$ cat config.mk
export PLATFORM = sky130hd
export DESIGN_NAME = mem_port_arbiter
export DESIGN_NICKNAME = d
export VERILOG_FILES = /design/src/rtl/mem_arb_pkg.sv /design/src/rtl/mem_arb_pick.sv /design/src/rtl/mem_port_arbiter.sv
export SDC_FILE = /design/constraint.sdc
export NUM_CORES = 1
export LEC_CHECK = 0
export ABC_CLOCK_PERIOD_IN_PS = 4200
export BUFFER_PORTS_ARGS = -buffer_cell sky130_fd_sc_hd__buf_2
export CAP_MARGIN = 20
export CORE_AREA = 2 2 237 239
export DETAILED_ROUTE_END_ITERATION = 6
export DIE_AREA = 0 0 239 241
export SETUP_SLACK_MARGIN = 0.3
export SLEW_MARGIN = 20
export SYNTH_ARGS = -nofsm -noshare
export SYNTH_HDL_FRONTEND = slang
export SYNTH_SLANG_ARGS = --single-unit
$ cat constraint.sdc
create_clock -name clock -period 4.2 [get_ports clock]
set_input_delay 0.42 -clock clock [delete_from_list [all_inputs] [get_ports clock]]
set_output_delay 0.42 -clock clock [all_outputs]
set_load 0.01 [all_outputs]
$ cat src/rtl/mem_arb_pkg.sv
// Shared types and widths for the data-memory port arbiter.
package mem_arb_pkg;

  localparam int unsigned ADDR_W   = 64;
  localparam int unsigned DATA_W   = 64;
  localparam int unsigned MASK_W   = 8;
  localparam int unsigned CNT_W    = 4;
  localparam int unsigned STARVE_W = 4;

  typedef enum logic [1:0] {
    StIdle,
    StWait,
    StAccess,
    StResp
  } arb_state_e;

  typedef enum logic {
    OwnIfu,
    OwnLsu
  } owner_e;

endpackage

$ cat src/rtl/mem_arb_pick.sv
// Grant picker: LSU has priority unless the IFU has been starved for STARVE_LIMIT grants.
module mem_arb_pick
  import mem_arb_pkg::*;
#(
  parameter int unsigned STARVE_LIMIT = 4
) (
  input  logic                ifu_valid_i,
  input  logic                lsu_valid_i,
  input  logic [STARVE_W-1:0] starve_cnt_i,
  output logic                ifu_gnt_o,
  output logic                lsu_gnt_o
);

  logic ifu_forced;

  assign ifu_forced = ifu_valid_i & (starve_cnt_i == STARVE_W'(STARVE_LIMIT));
  assign ifu_gnt_o  = ifu_forced | (ifu_valid_i & ~lsu_valid_i);
  assign lsu_gnt_o  = lsu_valid_i & ~ifu_forced;

endmodule

$ cat src/rtl/mem_port_arbiter.sv
// Single-outstanding arbiter sharing one memory port between IFU (read) and LSU (read/write).
module mem_port_arbiter
  import mem_arb_pkg::*;
#(
  parameter int unsigned LATENCY      = 1,
  parameter int unsigned STARVE_LIMIT = 4
) (
  input  logic              clock,
  input  logic              reset,
  input  logic              ifu_req_valid,
  output logic              ifu_req_ready,
  input  logic [ADDR_W-1:0] ifu_req_addr,
  output logic              ifu_resp_valid,
  input  logic              ifu_resp_ready,
  output logic [DATA_W-1:0] ifu_resp_data,
  input  logic              lsu_req_valid,
  output logic              lsu_req_ready,
  input  logic              lsu_req_wen,
  input  logic [ADDR_W-1:0] lsu_req_addr,
  input  logic [DATA_W-1:0] lsu_req_wdata,
  input  logic [MASK_W-1:0] lsu_req_wmask,
  output logic              lsu_resp_valid,
  input  logic              lsu_resp_ready,
  output logic [DATA_W-1:0] lsu_resp_data,
  output logic              mem_ren,
  output logic [ADDR_W-1:0] mem_raddr,
  output logic              mem_wen,
  output logic [ADDR_W-1:0] mem_waddr,
  output logic [DATA_W-1:0] mem_wdata,
  output logic [MASK_W-1:0] mem_wmask,
  input  logic [DATA_W-1:0] mem_rdata
);

  localparam logic [CNT_W-1:0] WaitLoad = (LATENCY == 0) ? '0 : CNT_W'(LATENCY - 1);
  localparam logic [STARVE_W-1:0] StarveMax = STARVE_W'(STARVE_LIMIT);

  arb_state_e          state_q, state_d;
  owner_e              owner_q, owner_d;
  logic [ADDR_W-1:0]   addr_q, addr_d;
  logic                wen_q, wen_d;
  logic [DATA_W-1:0]   wdata_q, wdata_d;
  logic [MASK_W-1:0]   wmask_q, wmask_d;
  logic [CNT_W-1:0]    wait_q, wait_d;
  logic [STARVE_W-1:0] starve_q, starve_d;
  logic [DATA_W-1:0]   resp_q, resp_d;
  logic                ifu_gnt, lsu_gnt;
  logic                in_access, in_resp;

  mem_arb_pick #(
    .STARVE_LIMIT(STARVE_LIMIT)
  ) u_pick (
    .ifu_valid_i (ifu_req_valid),
    .lsu_valid_i (lsu_req_valid),
    .starve_cnt_i(starve_q),
    .ifu_gnt_o   (ifu_gnt),
    .lsu_gnt_o   (lsu_gnt)
  );

  always_comb begin
    state_d  = state_q;
    owner_d  = owner_q;
    addr_d   = addr_q;
    wen_d    = wen_q;
    wdata_d  = wdata_q;
    wmask_d  = wmask_q;
    wait_d   = wait_q;
    starve_d = starve_q;
    resp_d   = resp_q;
    unique case (state_q)
      StIdle: begin
        if (ifu_gnt) begin
          owner_d  = OwnIfu;
          addr_d   = ifu_req_addr;
          wen_d    = 1'b0;
          wdata_d  = '0;
          wmask_d  = '0;
          wait_d   = WaitLoad;
          starve_d = '0;
          state_d  = (LATENCY == 0) ? StAccess : StWait;
        end else if (lsu_gnt) begin
          owner_d = OwnLsu;
          addr_d  = lsu_req_addr;
          wen_d   = lsu_req_wen;
          wdata_d = lsu_req_wdata;
          wmask_d = lsu_req_wmask;
          wait_d  = WaitLoad;
          // Only grants that actually make the IFU wait count towards starvation.
          if (ifu_req_valid && (starve_q != StarveMax)) starve_d = starve_q + 1'b1;
          state_d = (LATENCY == 0) ? StAccess : StWait;
        end
      end
      StWait: begin
        if (wait_q == '0) state_d = StAccess;
        else              wait_d  = wait_q - 1'b1;
      end
      StAccess: begin
        resp_d  = wen_q ? '0 : mem_rdata;
        state_d = StResp;
      end
      StResp: begin
        if ((owner_q == OwnIfu) ? ifu_resp_ready : lsu_resp_ready) state_d = StIdle;
      end
      default: state_d = StIdle;
    endcase
  end

  always_ff @(posedge clock) begin
    if (reset) begin
      state_q  <= StIdle;
      owner_q  <= OwnIfu;
      addr_q   <= '0;
      wen_q    <= 1'b0;
      wdata_q  <= '0;
      wmask_q  <= '0;
      wait_q   <= '0;
      starve_q <= '0;
      resp_q   <= '0;
    end else begin
      state_q  <= state_d;
      owner_q  <= owner_d;
      addr_q   <= addr_d;
      wen_q    <= wen_d;
      wdata_q  <= wdata_d;
      wmask_q  <= wmask_d;
      wait_q   <= wait_d;
      starve_q <= starve_d;
      resp_q   <= resp_d;
    end
  end

  assign in_access = (state_q == StAccess);
  assign in_resp   = (state_q == StResp);

  assign ifu_req_ready  = ~reset & (state_q == StIdle) & ifu_gnt;
  assign lsu_req_ready  = ~reset & (state_q == StIdle) & lsu_gnt;

  // Strobes are gated by reset so an interrupted access never reaches memory.
  assign mem_ren   = ~reset & in_access & ~wen_q;
  assign mem_wen   = ~reset & in_access & wen_q;
  assign mem_raddr = (in_access && !wen_q) ? addr_q : '0;
  assign mem_waddr = (in_access && wen_q) ? addr_q : '0;
  assign mem_wdata = (in_access && wen_q) ? wdata_q : '0;
  assign mem_wmask = (in_access && wen_q) ? wmask_q : '0;

  assign ifu_resp_valid = ~reset & in_resp & (owner_q == OwnIfu);
  assign lsu_resp_valid = ~reset & in_resp & (owner_q == OwnLsu);
  assign ifu_resp_data  = (in_resp && owner_q == OwnIfu) ? resp_q : '0;
  assign lsu_resp_data  = (in_resp && owner_q == OwnLsu) ? resp_q : '0;

endmodule

==> run metrics, run 1 <==
status=complete, no violations; TritonCTS clock tree=done; # fillers=5956; gr ovfl total=0; most common cell after layout, fill and taps aside=buf_2; Worst-Skew Late Latency=550 ps; worst rel slew slack=35.0%; R2R cell count=6; CP max FO=73; Clock Skew=18.0 ps; CTS HTree Levels=1; syn avg cell area=7.82 sq um; crit end category=output port; share of post-route cells with drive strength above 1=37.2%; RSZ-0062 raised after global routing=no; Layout Nets=2098; flop2flop setup slack=1760 ps; sequential area share after synthesis=41.5%; Synth Warn #=0; FFs w/ async S/R, synth=0%; fin. max-slew vios=0; final hold violation count=0; setup bufs post-CTS=0; remaining antenna violation count=0; Mapped Nets=1588; Initial Util=18.6%; Worst VDD drop=0.284 mV; pre-CTS setup slack=1550 ps; Vias=11700; GR peak layer=met2; TNS Setup=0 ps; Primary FF master, synth=dfxtp_1; Buf/Inv on CP=2; GPL Wtd Cong=0.879; Syn Inst Count=1309; worst r2r dst=addr_q[21]; crit share post-route=72.2%; Cell Area, Synth=10200 sq um; Via density=4.59; CP max stage cell=dfxtp_4; antenna violations before repair=3; clock sinks=212; FF+latch count, synth=212; I/O Pins=605; TritonCTS Buffers=27; Global Route met2 Usage=22.1%; Crit path depth=3; worst setup margin=1170 ps; critical path cell sequence=buf_4 -> and3_1 -> buf_2; Yosys cell types=36; M1 GR Usage=17.9%; die area=57600 sq um; First-pass DRT Iterations=5; CP max stage delay=870 ps; # resized after CTS=0; die width=239 um; kind of critical path=reg2out; commonest cells after routing, fill and taps aside=603 x buf_2, 211 x dfxtp_1, 200 x and3_1; grt met3 use=3.03%; clk root buf=clkbuf_16; hpwl dp=30400 um; largest net degree at the start of global routing=145; Top delay family on crit path=flip-flops; FMAX=330 MHz; fin crit period=3030 ps; vias in the first global route=10800; Hold-fix buffers, CTS=0; worst hold path type=in2reg; min-delay src=mem_rdata[56]; Avg WL per Cell=17.0 um; crit start category=flip-flop; worst hold path depth=2; Port Buffers=604; Max Root-Sink Buffers=3; iteration-0 DRC count of the detailed router=678; die height=241 um; Tot GR Track Use=13.6%; Clock Pin Slew Worst Setup and Hold Paths=60 ps; total DRC errors in the routed layout=0; global-route wire length before repair=62200 um; WHS Endpoint=resp_q[56]; Max Cap Violations=0; reg2reg start=state_q[0]; pwr dens=512 nW/um^2; final setup vio count=0; Slew @ Worst Pin=973 ps; Rows=86; area grow syn2layout=44.3%; leakage=7.81 nW; core area=54900 sq um; EDFF count, synth=0; total wire length=43100 um; worst path required time=3780 ps; WP data arrival=2610 ps
## worst reg2reg max path, stage by stage, from the launching register on
cell and delay, ps:
dfxtp_1 340, inv_1 130, ha_1 430, o21a_4 680, buf_4 480, nor2_1 80
nor4_1 190
## registers in the layout, indices dropped and copies added, names as in the netlist
signal,flops
state_q,2
starve_q,4
resp_q,64
wdata_q,64
owner_q,1
wen_q,1
wait_q,4
addr_q,64
wmask_q,8
## how the worst max path moves through the flow
stage	to	slack, ps	from
after detailed placement	addr_q[44]	1550	starve_q[0]
after global routing	mem_waddr[20]	1050	wen_q
after floorplan	wait_q[3]	2370	state_q[0]
after global placement	addr_q[35]	1630	starve_q[0]
final	mem_waddr[20]	1170	wen_q
after CTS	mem_waddr[20]	1160	wen_q
## power breakdown
group	total (mW)	switching, mW	leakage (nW)	internal [mW]
Combinational	2.51	1.66	5.64	0.849
Sequential	2.81	0.355	1.74	2.46
Clock	2.24	0.923	0.423	1.32
## metal layers
metal  up-vias  wire [um]
li1       5636          -
met3        73       3030
met5         -         36
met4         6       1080
met2       451      20100
met1      5519      18900
## cell families (layout without fill, tap and decap cells)
logic type,Yosys count,after routing,synth area share (%)
adder cells (fa/ha/maj),8,8,0.978
multiplexers,2,2,0.196
AND/OR/NAND/NOR,774,774,41.2
AO/OA/AOI/OAI,155,155,10.1
XOR/XNOR,1,1,0.0856
flip-flops,212,212,41.5
other,0,1,0
buffers and inverters,157,686,5.97
## layout make-up
cell class | instances | area, sq um | area share [%]
clock inverter | 7 | 50.0 | 0.339
inverter | 8 | 30.0 | 0.203
clock buffer | 41 | 808 | 5.47
sequential | 212 | 4250 | 28.8
multi-input combinational | 940 | 5460 | 37.0
tap | 704 | 881 | 5.96
timing repair buffer | 630 | 3290 | 22.3
antenna | 1 | 2.50 | 0.0169
## cell usage after synthesis, types with 20 or more instances
| cell | count | area, sq um |
|---|---|---|
| and3_1 | 200 | 1250 |
| buf_1 | 20 | 75.1 |
| nor3_1 | 133 | 666 |
| nand3_1 | 75 | 375 |
| nand2_1 | 80 | 300 |
| and2_1 | 128 | 801 |
| clkbuf_1 | 114 | 428 |
| dfxtp_1 | 212 | 4240 |
| nor2_1 | 75 | 282 |
| a22o_1 | 65 | 569 |
| a21oi_1 | 79 | 395 |
| nor4_1 | 64 | 400 |
## through the flow
stage / hold slack [ps] / cells / util (%) / instance area (sq um) / total power, mW
after global placement: 434 / 2493 / 25.3 / 13900 / 5.29
after global routing: 44.8 / 2542 / 26.9 / 14800 / 8.08
after CTS: 32.1 / 2541 / 26.9 / 14700 / 7.67
after detailed placement: 439 / 2493 / 25.3 / 13900 / 5.36
final: 79.4 / 2543 / 26.9 / 14800 / 7.57
after floorplan: 427 / 1309 / - / 10200 / 4.43
Power figures use the tool's default switching activity.
==> inputs of run 2 (changes only) <==
--- a/config.mk
+++ b/config.mk
@@ -5,7 +5,7 @@
 export SDC_FILE = /design/constraint.sdc
 export NUM_CORES = 1
 export LEC_CHECK = 0
-export ABC_CLOCK_PERIOD_IN_PS = 4200
+export ABC_CLOCK_PERIOD_IN_PS = 3000
 export BUFFER_PORTS_ARGS = -buffer_cell sky130_fd_sc_hd__buf_2
 export CAP_MARGIN = 20
 export CORE_AREA = 2 2 237 239
==> constraint.sdc (replaced) <==
create_clock -name clock -period 3 [get_ports clock]
set_input_delay 0.3 -clock clock [delete_from_list [all_inputs] [get_ports clock]]
set_output_delay 0.3 -clock clock [all_outputs]
set_load 0.01 [all_outputs]
==> run 2 against run 1 <==
Compared with the run above: die area unchanged; sequential cell count unchanged; worst setup slack worse by 690 ps; critical endpoint is now ifu_resp_data[43]; clock skew down 8.4 ps; critical path type unchanged; first-iteration DRC count rose by 15%; final cell count is 5.0% higher; final area up 9.3%; register-to-register slack lost 880 ps; worst hold slack lost 54 ps; wire length increased by 2.1%.
==> run metrics, run 2 (same netlist as run 1, synthesis figures left out) <==
die width=239 um (unchanged); iteration-0 DRC count of the detailed router=778 (was 678); hpwl dp=30900 um (was 30400 um); fin. max-slew vios=0 (unchanged); CP max FO=67 (was 73); Initial Util=18.6% (unchanged); TritonCTS Buffers=26 (was 27); Clock Pin Slew Worst Setup and Hold Paths=60 ps (about the same); largest registers=addr_q: 64 flops, resp_q: 64 flops, wdata_q: 64 flops (unchanged); metal2 WL=21000 um (was 20100 um); final setup vio count=0 (unchanged); worst rel slew slack=52.8% (was 35.0%); met3 WL=3320 um (was 3030 um); First-pass DRT Iterations=4 (was 5); kind of critical path=reg2out (unchanged); vias in the first global route=11300 (was 10800); worst hold path type=in2reg (unchanged); Max Root-Sink Buffers=3 (unchanged); Final Non-Filler Cells=2670 (was 2543); commonest cells after routing, fill and taps aside=603 x buf_2, 211 x dfxtp_1, 200 x and3_1 (unchanged); pre-CTS setup slack=868 ps (was 1550 ps); largest net degree at the start of global routing=117 (was 145); Avg WL per Cell=16.5 um (was 17.0 um); global-route wire length before repair=64000 um (was 62200 um); CTS HTree Levels=1 (unchanged); remaining antenna violation count=0 (unchanged); GPL Wtd Cong=0.865 (was 0.879); Vias=12200 (was 11700); clk root buf=clkbuf_16 (unchanged); share of post-route cells with drive strength above 1=34.9% (was 37.2%); pwr dens=685 nW/um^2 (was 512 nW/um^2); uppermost layer routed=met5 (unchanged); Tot GR Track Use=13.9% (was 13.6%); Rows=86 (unchanged); final hold violation count=0 (unchanged); crit share post-route=84.0%; worst setup margin=480 ps (was 1170 ps); total wire length=44000 um (was 43100 um); RSZ-0062 raised after global routing=no (unchanged); M1 WL=18400 um (was 18900 um); Worst-Skew Late Latency=550 ps (about the same); setup bufs post-CTS=0 (unchanged); post-layout util=29.4% (was 26.9%); area grow syn2layout=57.8% (was 44.3%); antenna violations before repair=7 (was 3); gr ovfl total=0 (unchanged); TritonCTS clock tree=done (unchanged); die area=57600 sq um (unchanged); placed insts=2493 (unchanged); most common cell after layout, fill and taps aside=buf_2 (unchanged); crit end category=output port (unchanged); Max Cap Violations=0 (unchanged); Layout Nets=2223 (was 2098); worst path required time=2700 ps (was 3780 ps); FMAX=397 MHz; Slew @ Worst Pin=707 ps (was 973 ps); crit start category=flip-flop (unchanged); clock sinks=212 (unchanged); WP data arrival=2220 ps (was 2610 ps); core area=54900 sq um (unchanged); TNS Setup=0 ps (unchanged); Port Buffers=604 (unchanged); leakage=8.38 nW (was 7.81 nW); Via density=4.58 (was 4.59); fin crit period=2520 ps; die height=241 um (unchanged); total DRC errors in the routed layout=0 (unchanged); I/O Pins=605 (unchanged); Worst VDD drop=0.423 mV (was 0.284 mV); Clock Skew=9.64 ps (was 18.0 ps); status=complete, no violations (unchanged)
[run 2: cell count changes in the layout (fill, tap and decap cells not counted), sizes merged]
cell,previous run,this run
diode,1,2
inv,11,9
clkbuf,41,35
buf,630,629
dlygate4sd3,0,127
bufinv,0,4
clkinv,3,7
[run 2: path summary, 6_finish.rpt]
check	cells past startpoint	slack, ps	startpoint	end
setup reg to reg	6	880	state_q[0]	wait_q[3]
hold / removal	3	30	lsu_req_wdata[15]	wdata_q[15]
setup / recovery	5	480	owner_q	ifu_resp_data[43]
hold reg to reg	2	450	wdata_q[10]	wdata_q[10]
[run 2: metal layers]
layer / global-route usage, % / vias up
li1: - / 5880
met1: 17.5 / 5787
met2: 23.1 / 473
met3: 3.24 / 85
met4: 5.08 / 10
met5: 0 / -
[run 2: per-stage QoR]
stage	total power [mW]	instance area (sq um)	hold WS, ps
floorplan	6.20	10200	427
global placement	7.46	13900	434
detailed placement	7.60	13900	441
CTS	11.2	16100	0.892
global route	11.8	16100	11.4
finish	11.1	16100	25.2
[run 2: repair_timing]
| item | 4_1_cts | 5_1_grt |
|---|---|---|
| hold buffers | 127 | 0 |
| hold endpoints to repair | 127 | 0 |
| endpoints found under the setup margin | 0 | 92 |
| gates resized for setup | 0 | 1 |
[run 2: layout make-up]
type                       instances  area, sq um
fill                            5826        38700
multi-input combinational        940         5460
timing repair buffer             756         4600
sequential                       212         4250
tap                              704          881
clock buffer                      35          746
clock inverter                    13          175
inverter                           8         30.0
antenna                            2         5.00
[run 2: power breakdown]
group,internal (mW),switching (mW),total [mW]
sequential,3.44,0.492,3.93
clock,2.09,1.30,3.39
combinational,1.36,2.39,3.75
total,6.88,4.18,11.1
[run 2: worst max-delay path, cell delays in order (launching register included)]
cell and delay, ps:
dfxtp_1 310, buf_4 290, nor2b_2 160, buf_4 420, and2_1 270, buf_2 160
==> inputs of run 3 (changes only) <==
--- a/config.mk
+++ b/config.mk
@@ -5,7 +5,7 @@
 export SDC_FILE = /design/constraint.sdc
 export NUM_CORES = 1
 export LEC_CHECK = 0
-export ABC_CLOCK_PERIOD_IN_PS = 3000
+export ABC_CLOCK_PERIOD_IN_PS = 2600
 export BUFFER_PORTS_ARGS = -buffer_cell sky130_fd_sc_hd__buf_2
 export CAP_MARGIN = 20
 export CORE_AREA = 2 2 237 239
==> constraint.sdc (replaced) <==
create_clock -name clock -period 2.6 [get_ports clock]
set_input_delay 0.26 -clock clock [delete_from_list [all_inputs] [get_ports clock]]
set_output_delay 0.26 -clock clock [all_outputs]
set_load 0.01 [all_outputs]
==> run 3 against run 2 <==
Compared with the run above: via count is 2.4% higher; register-to-register slack worse by 350 ps; die area stayed put; final cell count is 1.2% higher; critical path depth is 2 higher; highest routed layer unchanged; largest cell class unchanged; total power is 21% higher; core utilization is 0.92 points higher; sequential power is 16% higher.
==> run metrics, run 3 (same netlist as run 1, synthesis figures left out) <==
Port Buffers=604 (unchanged); share of post-route cells with drive strength above 1=35.9% (was 34.9%); Final Non-Filler Cells=2703 (was 2670); antenna violations before repair=8 (was 7); die area=57600 sq um (unchanged); most common cell after layout, fill and taps aside=buf_2 (unchanged); remaining antenna violation count=0 (unchanged); First-pass DRT Iterations=5 (was 4); fin crit period=2210 ps; Via density=4.64 (was 4.58); Worst-Skew Late Latency=540 ps (was 550 ps); status=complete, no violations (unchanged); total wire length=47000 um (was 44000 um); TritonCTS clock tree=done (unchanged); TNS Setup=0 ps (unchanged); Tot GR Track Use=14.5% (was 13.9%); min-delay src=ifu_req_addr[40] (was lsu_req_wdata[15]); Slew @ Worst Pin=681 ps (was 707 ps); worst rel slew slack=54.6% (was 52.8%); reg2reg start=starve_q[0] (was state_q[0]); kind of critical path=reg2out (unchanged); crit share post-route=85.0%; area grow syn2layout=62.7% (was 57.8%); worst hold path depth=3 (unchanged); I/O Pins=605 (unchanged); TritonCTS Buffers=27 (was 26); WHS Endpoint=addr_q[40] (was wdata_q[15]); placed insts=2504 (was 2493); Layout Nets=2259 (was 2223); Worst VDD drop=0.413 mV (was 0.423 mV); Placed Area=14000 sq um (was 13900 sq um); Initial Util=18.6% (unchanged); worst r2r dst=addr_q[52] (was wait_q[3]); R2R cell count=7 (was 6); worst hold path type=in2reg (unchanged); Vias=12500 (was 12200); iteration-0 DRC count of the detailed router=755 (was 778); final setup vio count=0 (unchanged); design area=16600 sq um (was 16100 sq um); Clock Skew=5.07 ps (was 9.64 ps); flop2flop setup slack=530 ps (was 880 ps); core area=54900 sq um (unchanged); gr ovfl total=0 (unchanged); fin. max-slew vios=0 (unchanged); Avg WL per Cell=17.4 um (was 16.5 um); Max Cap Violations=0 (unchanged); clock sinks=212 (unchanged); CP max FO=11 (was 67); CTS HTree Levels=1 (unchanged); hpwl dp=32000 um (was 30900 um); Rows=86 (unchanged); largest registers=addr_q: 64 flops, resp_q: 64 flops, wdata_q: 64 flops (unchanged); pre-CTS setup slack=489 ps (was 868 ps); GPL Wtd Cong=0.873 (was 0.865); worst setup margin=391 ps (was 480 ps); die height=241 um (unchanged); Clock Pin Slew Worst Setup and Hold Paths=60 ps (about the same); crit start category=flip-flop (unchanged); commonest cells after routing, fill and taps aside=603 x buf_2, 209 x dfxtp_1, 200 x and3_1 (was 603 x buf_2, 211 x dfxtp_1, 200 x and3_1); global-route wire length before repair=66700 um (was 64000 um); WP data arrival=1950 ps (was 2220 ps); RSZ-0062 raised after global routing=no (unchanged); final hold violation count=0 (unchanged); Max Root-Sink Buffers=3 (unchanged); largest net degree at the start of global routing=104 (was 117); leakage=8.63 nW (was 8.38 nW); crit end category=output port (unchanged); FMAX=453 MHz; clk root buf=clkbuf_16 (unchanged); pwr dens=803 nW/um^2 (was 685 nW/um^2); die width=239 um (unchanged); vias in the first global route=11700 (was 11300); worst path required time=2340 ps (was 2700 ps); total DRC errors in the routed layout=0 (unchanged)
-- run 3: report_power, final --
group,internal (mW),switching [mW]
Sequential,3.97,0.565
Combinational,1.91,2.92
Clock,2.52,1.48
-- run 3: final cells by class --
type                       count  area, sq um
antenna                        1         2.50
clock buffer                  39          842
clock inverter                 8          115
fill                        5779        38200
inverter                       8         30.0
multi-input combinational    940         5470
sequential                   212         4250
tap                          704          881
timing repair buffer         791         5050
-- run 3: worst max path at each step --
stage	slack [ps]	cells past startpoint	start	to
2_1_floorplan	770	6	state_q[0]	wait_q[3]
3_3_place_gp	580	6	state_q[0]	wait_q[3]
3_5_place_dp	490	6	state_q[1]	wait_q[3]
4_1_cts	270	5	state_q[0]	ifu_resp_data[43]
5_1_grt	300	7	state_q[0]	mem_raddr[4]
6_report	390	7	state_q[0]	mem_raddr[4]
-- run 3: per-stage QoR --
step	util, %	total power, mW	hold slack (ps)
6_report	30.3	13.4	89.9
5_1_grt	30.3	14.2	74.8
4_1_cts	30.0	13.3	44.9
3_5_place_dp	25.5	8.86	440
3_3_place_gp	25.5	8.72	435
2_1_floorplan	-	7.16	393
-- run 3: what timing repair did --
action / CTS / global route
cloned: 1 / 3
endpoints found under the setup margin: 257 / 154
endpoints found under the hold margin: 137 / 0
buffers inserted: 6 / 4
resized for setup: 15 / 9
hold buffers: 137 / 0
pin swaps: 1 / 1
-- run 3: critical path, stage by stage, from the launching register on --
cell       delay, ps
dfxtp_2          340
inv_2             70
ha_4             200
nor2b_4          200
buf_12           150
clkbuf_16        180
and2_1           130
buf_2            120
-- run 3: layer usage --
layer / global-route usage [%] / vias to the layer above / wire, um
met2: 24.6 / 561 / 22600
met1: 18.1 / 5907 / 19200
met3: 3.39 / 100 / 3600
met4: 5.04 / 8 / 1480
li1: - / 5954 / -
met5: 0 / - / 55
